--- config.mk ---
export PLATFORM = sky130hd
export DESIGN_NAME = exec_issue_frontend
export DESIGN_NICKNAME = d
export VERILOG_FILES = /design/src/rtl/exec_issue_frontend_pkg.sv /design/src/rtl/exec_issue_frontend_btn_debounce.sv /design/src/rtl/exec_issue_frontend.sv
export SDC_FILE = /design/constraint.sdc
export NUM_CORES = 1
export LEC_CHECK = 0
export CORE_ASPECT_RATIO = 1.2
export CORE_UTILIZATION = 30
export DETAILED_ROUTE_END_ITERATION = 7
export PLACE_DENSITY = 0.54
export SLEW_MARGIN = 20
export SYNTH_ARGS = -nofsm -noshare
export SYNTH_HDL_FRONTEND = slang
export SYNTH_SLANG_ARGS = --single-unit
--- constraint.sdc ---
create_clock -name clk -period 3 [get_ports clk]
set_clock_uncertainty 0.1 [all_clocks]
set_input_delay 0.6 -clock clk [delete_from_list [all_inputs] [get_ports clk]]
set_output_delay 0.6 -clock clk [all_outputs]
set_load 0.005 [all_outputs]
--- src/rtl/exec_issue_frontend_pkg.sv ---
// Shared definitions for the instruction-issue front end: switch field layout,
// opcode values, FSM encoding and the decoded instruction record.
package exec_issue_frontend_pkg;

    localparam logic OP_LD = 1'b0;
    localparam logic OP_ST = 1'b1;

    localparam int OP_BIT  = 14;
    localparam int RT_HI   = 13;
    localparam int RT_LO   = 10;
    localparam int BASE_HI = 9;
    localparam int BASE_LO = 6;
    localparam int OFF_HI  = 5;
    localparam int OFF_LO  = 0;

    localparam logic [0:0] ST_IDLE = 1'b0;
    localparam logic [0:0] ST_PEND = 1'b1;

    typedef struct packed {
        logic       is_store;
        logic [3:0] rt;
        logic [3:0] base;
        logic [5:0] offset;
    } instr_t;

    function automatic instr_t decode_sw(input logic [14:0] sw);
        instr_t instr;
        instr.is_store = (sw[OP_BIT] == OP_ST);
        instr.rt       = sw[RT_HI:RT_LO];
        instr.base     = sw[BASE_HI:BASE_LO];
        instr.offset   = sw[OFF_HI:OFF_LO];
        return instr;
    endfunction

endpackage

--- src/rtl/exec_issue_frontend_btn_debounce.sv ---
// Two-flop synchroniser, counter debounce and one-cycle press pulse on the
// debounced 0->1 transition of a raw push-button.
module btn_debounce #(
    parameter int DEBOUNCE_CYCLES = 2,
    parameter int CNT_W           = 20
) (
    input  logic clk,
    input  logic rst,
    input  logic btn_raw,
    output logic press
);

    localparam logic [CNT_W-1:0] CNT_LAST = CNT_W'(DEBOUNCE_CYCLES - 1);

    logic             sync1_q, sync1_d;
    logic             sync2_q, sync2_d;
    logic             level_q, level_d;
    logic [CNT_W-1:0] cnt_q, cnt_d;
    logic             press_q, press_d;

    // The counter only survives while the synchronised input keeps disagreeing
    // with the debounced level, so any shorter excursion is forgotten.
    always_comb begin
        sync1_d = btn_raw;
        sync2_d = sync1_q;
        level_d = level_q;
        cnt_d   = '0;
        press_d = 1'b0;
        if (sync2_q != level_q) begin
            if (cnt_q == CNT_LAST) begin
                level_d = ~level_q;
                press_d = ~level_q;
            end else begin
                cnt_d = cnt_q + 1'b1;
            end
        end
    end

    always_ff @(posedge clk or posedge rst) begin
        if (rst) begin
            sync1_q <= 1'b0;
            sync2_q <= 1'b0;
            level_q <= 1'b0;
            cnt_q   <= '0;
            press_q <= 1'b0;
        end else begin
            sync1_q <= sync1_d;
            sync2_q <= sync2_d;
            level_q <= level_d;
            cnt_q   <= cnt_d;
            press_q <= press_d;
        end
    end

    assign press = press_q;

endmodule

--- src/rtl/exec_issue_frontend.sv ---
// Turns the raw execute button and switch bank into one captured LD/ST
// instruction presented to the core on a valid/ready handshake.
module exec_issue_frontend
    import exec_issue_frontend_pkg::*;
#(
    parameter int DEBOUNCE_CYCLES = 2,
    parameter int CNT_W           = 20,
    parameter int ISSUE_CNT_W     = 8
) (
    input  logic                   clk,
    input  logic                   reset_btn,
    input  logic                   execute_btn,
    input  logic [14:0]            sw,
    output logic                   issue_valid,
    input  logic                   issue_ready,
    output logic                   is_store,
    output logic [3:0]             rt,
    output logic [3:0]             base,
    output logic [31:0]            offset_ext,
    output logic                   overrun,
    output logic [ISSUE_CNT_W-1:0] issue_count
);

    logic press;

    btn_debounce #(
        .DEBOUNCE_CYCLES(DEBOUNCE_CYCLES),
        .CNT_W          (CNT_W)
    ) u_debounce (
        .clk    (clk),
        .rst    (reset_btn),
        .btn_raw(execute_btn),
        .press  (press)
    );

    logic [0:0]             state_q, state_d;
    instr_t                 instr_q, instr_d;
    logic                   overrun_q, overrun_d;
    logic [ISSUE_CNT_W-1:0] count_q, count_d;

    // A press coinciding with acceptance reloads the fields and stays pending;
    // a press with no acceptance is dropped and recorded as an overrun.
    always_comb begin
        state_d   = state_q;
        instr_d   = instr_q;
        overrun_d = overrun_q;
        count_d   = count_q;
        case (state_q)
            ST_IDLE: begin
                if (press) begin
                    instr_d = decode_sw(sw);
                    state_d = ST_PEND;
                end
            end
            ST_PEND: begin
                if (issue_ready) begin
                    count_d = count_q + 1'b1;
                    if (press) begin
                        instr_d = decode_sw(sw);
                    end else begin
                        state_d = ST_IDLE;
                    end
                end else if (press) begin
                    overrun_d = 1'b1;
                end
            end
            default: state_d = ST_IDLE;
        endcase
    end

    always_ff @(posedge clk or posedge reset_btn) begin
        if (reset_btn) begin
            state_q   <= ST_IDLE;
            instr_q   <= '0;
            overrun_q <= 1'b0;
            count_q   <= '0;
        end else begin
            state_q   <= state_d;
            instr_q   <= instr_d;
            overrun_q <= overrun_d;
            count_q   <= count_d;
        end
    end

    assign issue_valid = (state_q == ST_PEND);
    assign is_store    = instr_q.is_store;
    assign rt          = instr_q.rt;
    assign base        = instr_q.base;
    assign offset_ext  = {26'd0, instr_q.offset};
    assign overrun     = overrun_q;
    assign issue_count = count_q;

endmodule

# --- Word-level counts from Yosys, hierarchy flattened ---
# Index checks and enable logic that the tools add are counted.
word_totals:
  register_bits: 49
  inputBits: 19
  wordCells: 33
classes:
  addsub: 2
  eq_ne: 3
  mux: 10
  n_bitwise: 3
  n_reduce_logical: 3
ops:
  columns: ["operator", "count"]
  rows:
  - ["$mux 20", 2]
  - ["$mux 15", 2]
  - ["$pmux 15 s2", 1]
  - ["$add 20x1->20 const B", 1]
  - ["$eq 20x1->1 const B", 1]
  - ["$add 8x1->8 const B", 1]
  - ["$mux 1", 4]
  - ["$reduce_and 2->1", 2]
  - ["$not 1->1", 3]
  - ["$reduce_and 3->1", 1]
  - ["$ne 2x2->1 const B", 1]
  - ["$pmux 1 s2", 1]
  - ["$ne 1x1->1", 1]

# --- Logic depth before layout (Yosys ltp) ---
depth:
  word_depth: 3
  mapped_depth: 6
  mapped_depth_nobuf: 5

# --- Cells and area by module ---
# Synthesis repeated with hierarchy kept, for this count alone.
hier_totals:
  hier_cells: 214
  hier_area_um2: 2468.6
modules_own_cells:
  columns: ["module", "n_inst", "cells_each", "area_each_um2", "seq_area_each_um2"]
  rows:
  - ["exec_issue_frontend", 1, 95, 1241.2, 625.6]
  - ["btn_debounce", 1, 119, 1227.4, 600.6]

# --- Least setup slack after synthesis ---
# OpenSTA, ideal clock, no wires.
synth_path:
  kind: "in2reg"
  from: "in issue_ready"
  to: "reg instr_q, in the netlist base[2]"
  setup_ns: 0.125
  arrival_ns: 1.495
  t_required_ns: 2.775
  setup_slack_ns: 1.281
  cell_stages: 4
  n_path_buf: 1
  path_cell_list: "nand2b_1 nand2_1 buf_2 mux2_2"
synth_via:
  elab_chain_len: 1
synth_rtl:
  columns: ["element", "line", "source"]
  rows:
  - ["start, declared", "exec_issue_frontend.sv:15", "input logic issue_ready,"]
  - ["$ne 2x2->1 (no line)", null, null]
  - ["end signal, assigned", "exec_issue_frontend.sv:79", "instr_q <= instr_d;"]
  - ["end, declared", "exec_issue_frontend.sv:37", "instr_t instr_q, instr_d;"]
# Every way passes these cells.
# A chain may end at the register's enable or synchronous reset.

# --- Worst setup path in the final report ---
layout_path:
  from: "in issue_ready"
  to: "reg instr_q, in the netlist rt[0]"
# Same word-level chain as after synthesis.

==> out/qor.txt <==
Min-Delay Path Class: flop to flop
Initial antenna violation count: 0
Final wirelength: 3.996 mm
Antenna Violating Nets Remaining: 0
Routed length on met2: 1.921 mm
Clk slew on worst S/H paths: 0.08 ns
Post CTS Setup Buffer Count: 0
# diodes: 0
Ys Warns: 0
Area grow syn2layout: 22.29%
Initial Util: 0.3105
Layout cell share with drive strength beyond 1: 0.1339
Top cells by area in the synthesized netlist: dfrtp_1 (52%), buf_4 (8.2%), mux2_2 (8.0%)
Drt wl/cell: 11.55 um
Cell taking the most area after synthesis: dfrtp_1
Cts bufs inserted: 5
FILL cells: 764
Largest net degree at the start of global routing: 26
Fmax achieved: 483.0 MHz
Req. time, crit path: 3.08 ns
Cell area power density: 702.6 nW/um2
Fin crit period: 2.070 ns
Post-DP HPWL: 2.976 mm
Hold buffers post-CTS: 0
Fin. Hold Viols: 0
First-pass GRT wire length: 7.072 mm
Synth Area per Inst: 11.50 um2
Arr. time, crit path: 2.15 ns
Mapped Cells: 207
Ys flop type: dfrtp_1
Number of port buffers: 43
# rows: 35
DP Area: 2806 um2
DR vias: 1533
Setup TNS: 0 ns
# Max-Cap Violations: 0
Sequential share of the synthesized area: 0.5152
Met3 routed WL: 238 um
Drt pass-1 iters: 4
Die ar.: 8294 um2
Initial DRC Count: 38
Final instance area: 2910 um2
H-tree lvl count: 2
EDFF count, synth: 0
Worst-margin pin slew: 0.7274 ns
Total congestion overflow: 0
Avg Vias per Cell: 4.431
Max layer used: met4
CTS Root Cell: clkbuf_8
Worst rel slew slack: 0.5150
M1 WL: 1.779 mm
Setup crit start kind: primary input
Cell variety after synth: 32
Crit end category: flop
Worst vdd ir: 0.0003372 V
Crit path kind: primary input to flop
CTS sink count: 49
Count leader, synth: dfrtp_1
Static leakage: 1.276 nW
Period Utilization, post-route: 0.6901
Post-synthesis cell area: 2380 um2
Final setup viols: 0
Final core occ: 0.3798
Status: completed
CP Max Fanout: 15
CTS resizes: 0
Chip height: 99.57 um
Vias in the first global route: 1502
Total GRT Usage: 0.1041
Top post-synthesis cells by count: dfrtp_1 (49), buf_4 (26), nor2_1 (22)
NumNets Final: 276
Unrepaired setup endpoints after global routing: false
DRC errors left: 0
Hold WS: 0.2547 ns
Die Wd: 83.31 um
Clk buf depth: 2
TritonCTS clock tree: yes
Max-slew violations: 0
IO Pins: 70
Core area: 7664 um2
GP Congestion: 0.7047
#FFs+latches synth: 49
Latest clock arrival within the worst-skew pair: 0.29 ns
Synth top area share: 0.5152
Async S/R FF share, synth: 1.000
[report_power, final]
group | switching [W] | internal (W)
registers | 0.000112 | 0.000825
logic | 0.000240 | 0.000420
clock network | 0.000205 | 0.000242
total | 0.000557 | 0.00149
[worst paths after layout]
kind	slack [ns]	cells past startpoint	from	endpoint
worst max-delay path	0.93	4	issue_ready	rt[0]
min in group asynchronous	0.55	2	reset_btn	offset_ext[4]
worst max register to register	0.99	4	u_debounce.cnt_q[3]	u_debounce.cnt_q[19]
max in group asynchronous	1.66	3	reset_btn	u_debounce.cnt_q[3]
worst min-delay path	0.25	0	u_debounce.sync1_q	u_debounce.sync2_q
worst min register to register	0.25	0	u_debounce.sync1_q	u_debounce.sync2_q
[critical path, cell delays in order]
cell	delay, ns
clkdlybuf4s50_1	0.46
nand2b_1	0.19
nand2_1	0.49
mux2_2	0.41
[metrics by stage]
stage,std cells,power (W),worst slack [ns]
3_3_place_gp,339,0.001612,0.6123
3_5_place_dp,339,0.001628,0.5890
6_report,346,0.002045,0.9296
4_1_cts,346,0.002087,0.9108
2_1_floorplan,232,0.001290,1.127
5_1_grt,346,0.002186,0.8278
[flip-flops by register name, summed over array words and instances (netlist names)]
signal	cells
u_debounce.cnt_q	20
issue_count	8
offset_ext	6
base	4
rt	4
is_store	1
issue_valid	1
overrun	1
u_debounce.level_q	1
u_debounce.press	1
u_debounce.sync1_q	1
u_debounce.sync2_q	1
[metal layers]
layer / global-route usage / up-vias
met5: 0 / -
met4: 0.03183 / 0
met3: 0.03154 / 6
met2: 0.1740 / 59
met1: 0.1295 / 733
li1: - / 735
[cells in the final DEF (no fill, tap or decap), types with 2 or more instances in the layout]
cell,instances
ha_1,3
nor4_2,2
nor3_1,5
buf_4,2
clkbuf_8,5
inv_1,4
and3_1,3
nor2_1,22
nor4_1,5
nand2b_1,2
nand2_1,10
clkdlybuf4s50_1,43
o2111a_1,2
mux2_2,17
dfrtp_1,49
xnor2_1,17
nand3_1,11
and2_1,3
conb_1,26
xor2_1,6
nand4_1,3
[kinds of logic (layout without fill, tap and decap cells)]
kind of cell             count (synthesis)  in the layout  synth area share
XOR/XNOR                                23             23           0.08465
multiplexers                            18             18           0.08465
flip-flops                              49             49            0.5152
AO/OA/AOI/OAI                            6              6           0.02681
buffers and inverters                   35             57            0.1036
other                                    1             26          0.001576
adder cells (fa/ha/maj)                  3              3           0.01577
AND/OR/NAND/NOR                         72             72            0.1677
[area by class of cell]
class | instances | area (um2) | area share
clock buffer | 5 | 68.82 | 0.02365
clock inverter | 2 | 35.03 | 0.01204
inverter | 5 | 18.77 | 0.006449
multi-input combinational | 148 | 1001 | 0.3439
sequential | 49 | 1226 | 0.4213
tap | 92 | 115.1 | 0.03955
timing repair buffer | 45 | 445.4 | 0.1531
Note: power is estimated with default switching activity, not from simulation.
==> patch 1, RTL diff (config.mk and constraints unchanged) <==
Change the parameter `ISSUE_CNT_W` from 8 to 10.
--- a/src/rtl/exec_issue_frontend.sv
+++ b/src/rtl/exec_issue_frontend.sv
@@ -5,7 +5,7 @@
 #(
     parameter int DEBOUNCE_CYCLES = 2,
     parameter int CNT_W           = 20,
-    parameter int ISSUE_CNT_W     = 8
+    parameter int ISSUE_CNT_W     = 10
 ) (
     input  logic                   clk,
     input  logic                   reset_btn,
Ports: changed (resized issue_count); port bits go from 70 to 72. The function was not compared with the original's and may differ.
==> patch 1 against the unedited design <==
Combinational power about the same. Sequential share of layout area increased by 0.58 points. Fmax rose by 0.12%. Area after synthesis up 1.9%. Worst setup slack improved by 0.0025 ns. Largest power group unchanged. Highest routed layer unchanged. The run now ends with DRC left. Sequential cell count grew 2. Power is 2.4% higher. Wire length rose by 3.9%. Global-route usage down 0.14 points. Cell area up 2.7%. Largest cell class unchanged.
==> patch 1: results (changes against the unedited design) <==
stage,metric,value,unit,change
cells_and_area,diodes,0,,unchanged
route,drc,22,,+22
cells_and_area,fill_cells,763,,-0.13%
cts,insertion_delay,0.30,ns,
placed_design,io_buffers,45,,+4.7%
logic_synthesis,seq_area_frac_synth,52.63,%,+1.1 points
setup_path,path_delay_family,simple AND/OR/NAND/NOR gates,,
logic_synthesis,synth.distinct_cells,32,,unchanged
grt,antenna_found_initial,0,,unchanged
placed_design,gp_congestion,0.7506,,+6.5%
setup_path,worstReg2RegStart,u_debounce.cnt_q[12],,
min_path,min_from,u_debounce.sync1_q,,
setup_path,crit_fanout,15,,unchanged
cts,clockBufferDepth,2,,unchanged
min_path,hold_path_end,u_debounce.sync2_q,,
route,wl,4152,um,+3.9%
timing,worst_slew_pin_slew,0.7861,ns,+0.05863 ns
cts,postCtsSetupBuffers,0,,unchanged
route,drt_iter0_drc,72,,+89%
timing,hold_viol_final,0,,unchanged
setup_path,r2r-end,u_debounce.cnt_q[7],,
cells_and_area,largest_reg_flops,20,,unchanged
logic_synthesis,async_flop_share,100.0,%,unchanged
logic_synthesis,yosysWarningCount,0,,unchanged
logic_synthesis,syn_inst,218,,+5.3%
cts,cts_root_buf,clkbuf_8,,
min_path,hp-class,reg -> reg,,
logic_synthesis,synth_flop_cell,dfrtp_1,,
placed_design,dpl.cell_count,352,,+3.8%
setup_path,rrSetupSlack,1.00,ns,
cts,cts_max_level,2,,unchanged
setup_path,slowest_delay,0.48,ns,
placed_design,place_hpwl,2891,um,-2.8%
route,dr.pass1.iters,6,,+2
grt,grt_max_degree,52,,+100%
cells_and_area,top_register,u_debounce.cnt_q,,
cts,path_clk_slew,0.09,ns,
power_and_ir_drop,p_leak,1.273,nW,-0.23%
setup_path,critPathSlowestCell,nand2_1,,
cts,numCtsBuffers,5,,unchanged
cells_and_area,layout.cells.non_filler,359,,+3.8%
power_and_ir_drop,peakVddDrop,254.5,uV,-25%
outcome,outcome,"complete, but fails checks",,
logic_synthesis,synth_area_leaders,"dfrtp_1 53%, buf_4 8.0%, mux2_2 7.9%, xnor2_1 5.8%, nor2_1 3.4%",,
outcome,violations,DRC,,
cells_and_area,drive_above_1_share,11.24,%,-2.1 points
setup_path,r2r_cells,4,,unchanged
route,vias,1588,,+3.6%
min_path,worst_hold_path.num_cells,0,,unchanged
logic_synthesis,synthTopCellsByCount,"51 x dfrtp_1, 26 x buf_4, 22 x nor2_1",,
grt,grt_pass1_vias,1520,,+1.2%
grt,grtUsageTotal,10.27,%,-0.14 points
cells_and_area,num-nets-final,289,,+4.7%
cts,cts-resized-gates,0,,unchanged
grt,grt_first_pass_wirelength,6893,um,-2.5%
setup_path,crit_arrival,2.16,ns,
patch 1: worst max-delay path by stage:
stage | end | slack [ns] | start | cells past startpoint
after floorplan | base[0] | 1.07 | reset_btn | 1
after global placement | offset_ext[4] | 0.60 | issue_ready | 4
after detailed placement | rt[1] | 0.59 | issue_ready | 4
after CTS | rt[1] | 0.92 | issue_ready | 4
after global routing | u_debounce.cnt_q[9] | 0.76 | u_debounce.cnt_q[16] | 4
final | base[2] | 0.93 | issue_ready | 4
patch 1: cell families after synthesis:
group / Yosys count / share of synthesized area (%)
xor gates and xnor gates: 24 / 8.669
other: 1 / 0.1547
AOI/OAI and AO/OA: 9 / 2.632
buffers and inverters: 36 / 9.752
DFF: 51 / 52.63
adders and majority gates: 3 / 1.548
muxes: 18 / 8.307
and+or+nand+nor: 76 / 16.31
patch 1: metal layers:
layer / track usage (%) / up-vias / wire length [um]
met3: 3.194 / 7 / 255
met2: 18.35 / 49 / 2024
met1: 11.46 / 752 / 1803
li1: - / 780 / -
met5: 0 / - / 0
met4: 3.979 / 0 / 69
patch 1: final cells by class:
cell class	instances	area (um2)	area share, %
clock buffer	5	68.82	2.303
clock inverter	2	37.54	1.256
inverter	7	26.28	0.8794
multi-input combinational	156	1006	33.67
sequential	51	1276	42.71
tap	92	115.1	3.853
timing repair buffer	46	457.9	15.33
patch 1: power by group:
part / total (mW) / switching [mW] / internal (mW) / leakage [nW]
clock network: 0.470 / 0.226 / 0.244 / 0.0502
logic: 0.659 / 0.241 / 0.418 / 0.561
registers: 0.965 / 0.113 / 0.852 / 0.662
patch 1: stage by stage:
step	utilization [%]	power (mW)	instance area (um2)	hold WS [ns]	setup WS [ns]
final	38.55	2.094	2988	0.2555	0.9320
after global routing	38.55	2.238	2988	0.2662	0.7619
after global placement	37.18	1.646	2882	0.2364	0.5971
after floorplan	-	1.310	2519	0.2312	1.070
after CTS	38.55	2.135	2988	0.2632	0.9156
after detailed placement	37.18	1.655	2882	0.2418	0.5852
==> patch 2, RTL diff (same settings) <==
Without the edit above. Register the output `issue_count` once more, with the module's reset; this adds one clock of latency there. The other outputs are not delayed to match.
--- a/src/rtl/exec_issue_frontend.sv
+++ b/src/rtl/exec_issue_frontend.sv
@@ -88,7 +88,13 @@
     assign base        = instr_q.base;
     assign offset_ext  = {26'd0, instr_q.offset};
     assign overrun     = overrun_q;
-    assign issue_count = count_q;
+    always_ff @(posedge clk or posedge reset_btn) begin
+        if (reset_btn) begin
+            issue_count <= '0;
+        end else begin
+            issue_count <= count_q;
+        end
+    end
 
 endmodule
 
Check against the original RTL: not equivalent (Yosys sat finds a counterexample within 10 cycles, from zero or initial values and one cycle with reset_btn high).
==> patch 2 against the unedited design <==
Sequential cell count is 8 higher. Via count rose by 5.7%. Cell count grew 12%. Power up 19%. Wire length is 7.5% higher. Area after synthesis increased by 6.2%. Cell area increased by 10%. Highest routed layer unchanged. Worst setup slack worse by 0.010 ns. Sequential share of layout area increased by 2.3 points.
==> patch 2: results (changes against the unedited design) <==
stage,metric,value,unit,change
setup_path,slowest_delay,0.57,ns,+0.08 ns
logic_synthesis,synth_compound_area_share,2.376,%,-0.31 points
grt,grt_max_degree,58,,+120%
timing,fin_crit_sh,69.36,%,+0.35 points
placed_design,place_hpwl,2891,um,-2.9%
logic_synthesis,synthMuxAreaShare,8.366,%,-0.098 points
cts,path_clk_slew,0.06,ns,-0.02 ns
cts,insertion_delay,0.34,ns,+0.05 ns
cells_and_area,fill_cells,806,,+5.5%
logic_synthesis,synthTopCellsByCount,"57 x dfrtp_1, 26 x buf_4, 21 x nor2_1",,
logic_synthesis,synth.distinct_cells,31,,-3.1%
route,met3RoutedLength,193,um,-19%
outcome,outcome,"finished, final reports clean",,
route,drt_iter0_drc,53,,+39%
power_and_ir_drop,p_leak,1.383,nW,+8.4%
logic_synthesis,synth-xor-area-share,7.277,%,-1.2 points
cts,cts_max_level,3,,+1
setup_path,crit_arrival,2.23,ns,+0.08 ns
route,drt-met1-wl,1919,um,+7.9%
logic_synthesis,seq_area_frac_synth,56.44,%,+4.9 points
grt,grt_first_pass_wirelength,7203,um,+1.9%
placed_design,gp_congestion,0.7095,,+0.68%
placed_design,place_ws,0.6221,ns,+0.03311 ns
logic_synthesis,synth_area_leaders,"dfrtp_1 56%, buf_4 7.7%, mux2_2 7.6%, xnor2_1 5.2%, nor2_1 3.1%",,
grt,grtUsageTotal,10.77,%,+0.35 points
route,wl_met2,2079,um,+8.2%
[patch 2: metal layers]
metal	up-vias	GRT usage (%)
li1	778	-
met1	783	12.73
met4	0	6.538
met2	48	17.35
met5	-	0
met3	11	3.283
[patch 2: report_power, final]
group          total, mW  internal (mW)  switching [mW]
clock              0.700          0.408           0.292
sequential          1.07          0.960           0.113
combinational      0.664          0.425           0.239
[patch 2: per-stage QoR]
step / hold WS (ns) / instance area [um2] / total power, mW / std cells / util (%)
floorplan: 0.2312 / 2621 / 1.403 / 242 / -
global placement: 0.2355 / 3007 / 1.751 / 372 / 36.88
detailed placement: 0.2355 / 3007 / 1.768 / 372 / 36.88
CTS: 0.2561 / 3207 / 2.477 / 387 / 39.33
global route: 0.2674 / 3207 / 2.592 / 387 / 39.33
finish: 0.2460 / 3207 / 2.437 / 387 / 39.33
[patch 2: kinds of logic after synthesis]
| family | count (synthesis) |
|---|---|
| flip-flops | 57 |
| buffers and inverters | 34 |
| multiplexers | 19 |
| AND/OR/NAND/NOR | 72 |
| adder cells (fa/ha/maj) | 3 |
| AO/OA/AOI/OAI | 10 |
| XOR/XNOR | 21 |
| other | 1 |
[patch 2: cell type report]
type	instances	area, um2	share of cell area, %
multi-input cells	151	960.9	29.96
repair buffers	45	457.9	14.28
flip-flops and latches	57	1426	44.48
well taps	114	142.6	4.448
inverters	5	18.77	0.5853
clock buffers	14	192.7	6.009
clock inverters	1	7.507	0.2341
[patch 2: final timing paths]
path / start / to / cells after the start
max: u_debounce.cnt_q[0] / u_debounce.cnt_q[16] / 5
min: u_debounce.sync1_q / u_debounce.sync2_q / 0
max reg2reg: u_debounce.cnt_q[0] / u_debounce.cnt_q[16] / 5
min reg2reg: u_debounce.sync1_q / u_debounce.sync2_q / 0
max in group asynchronous: reset_btn / issue_count[4] / 3
min in group asynchronous: reset_btn / offset_ext[3] / 3
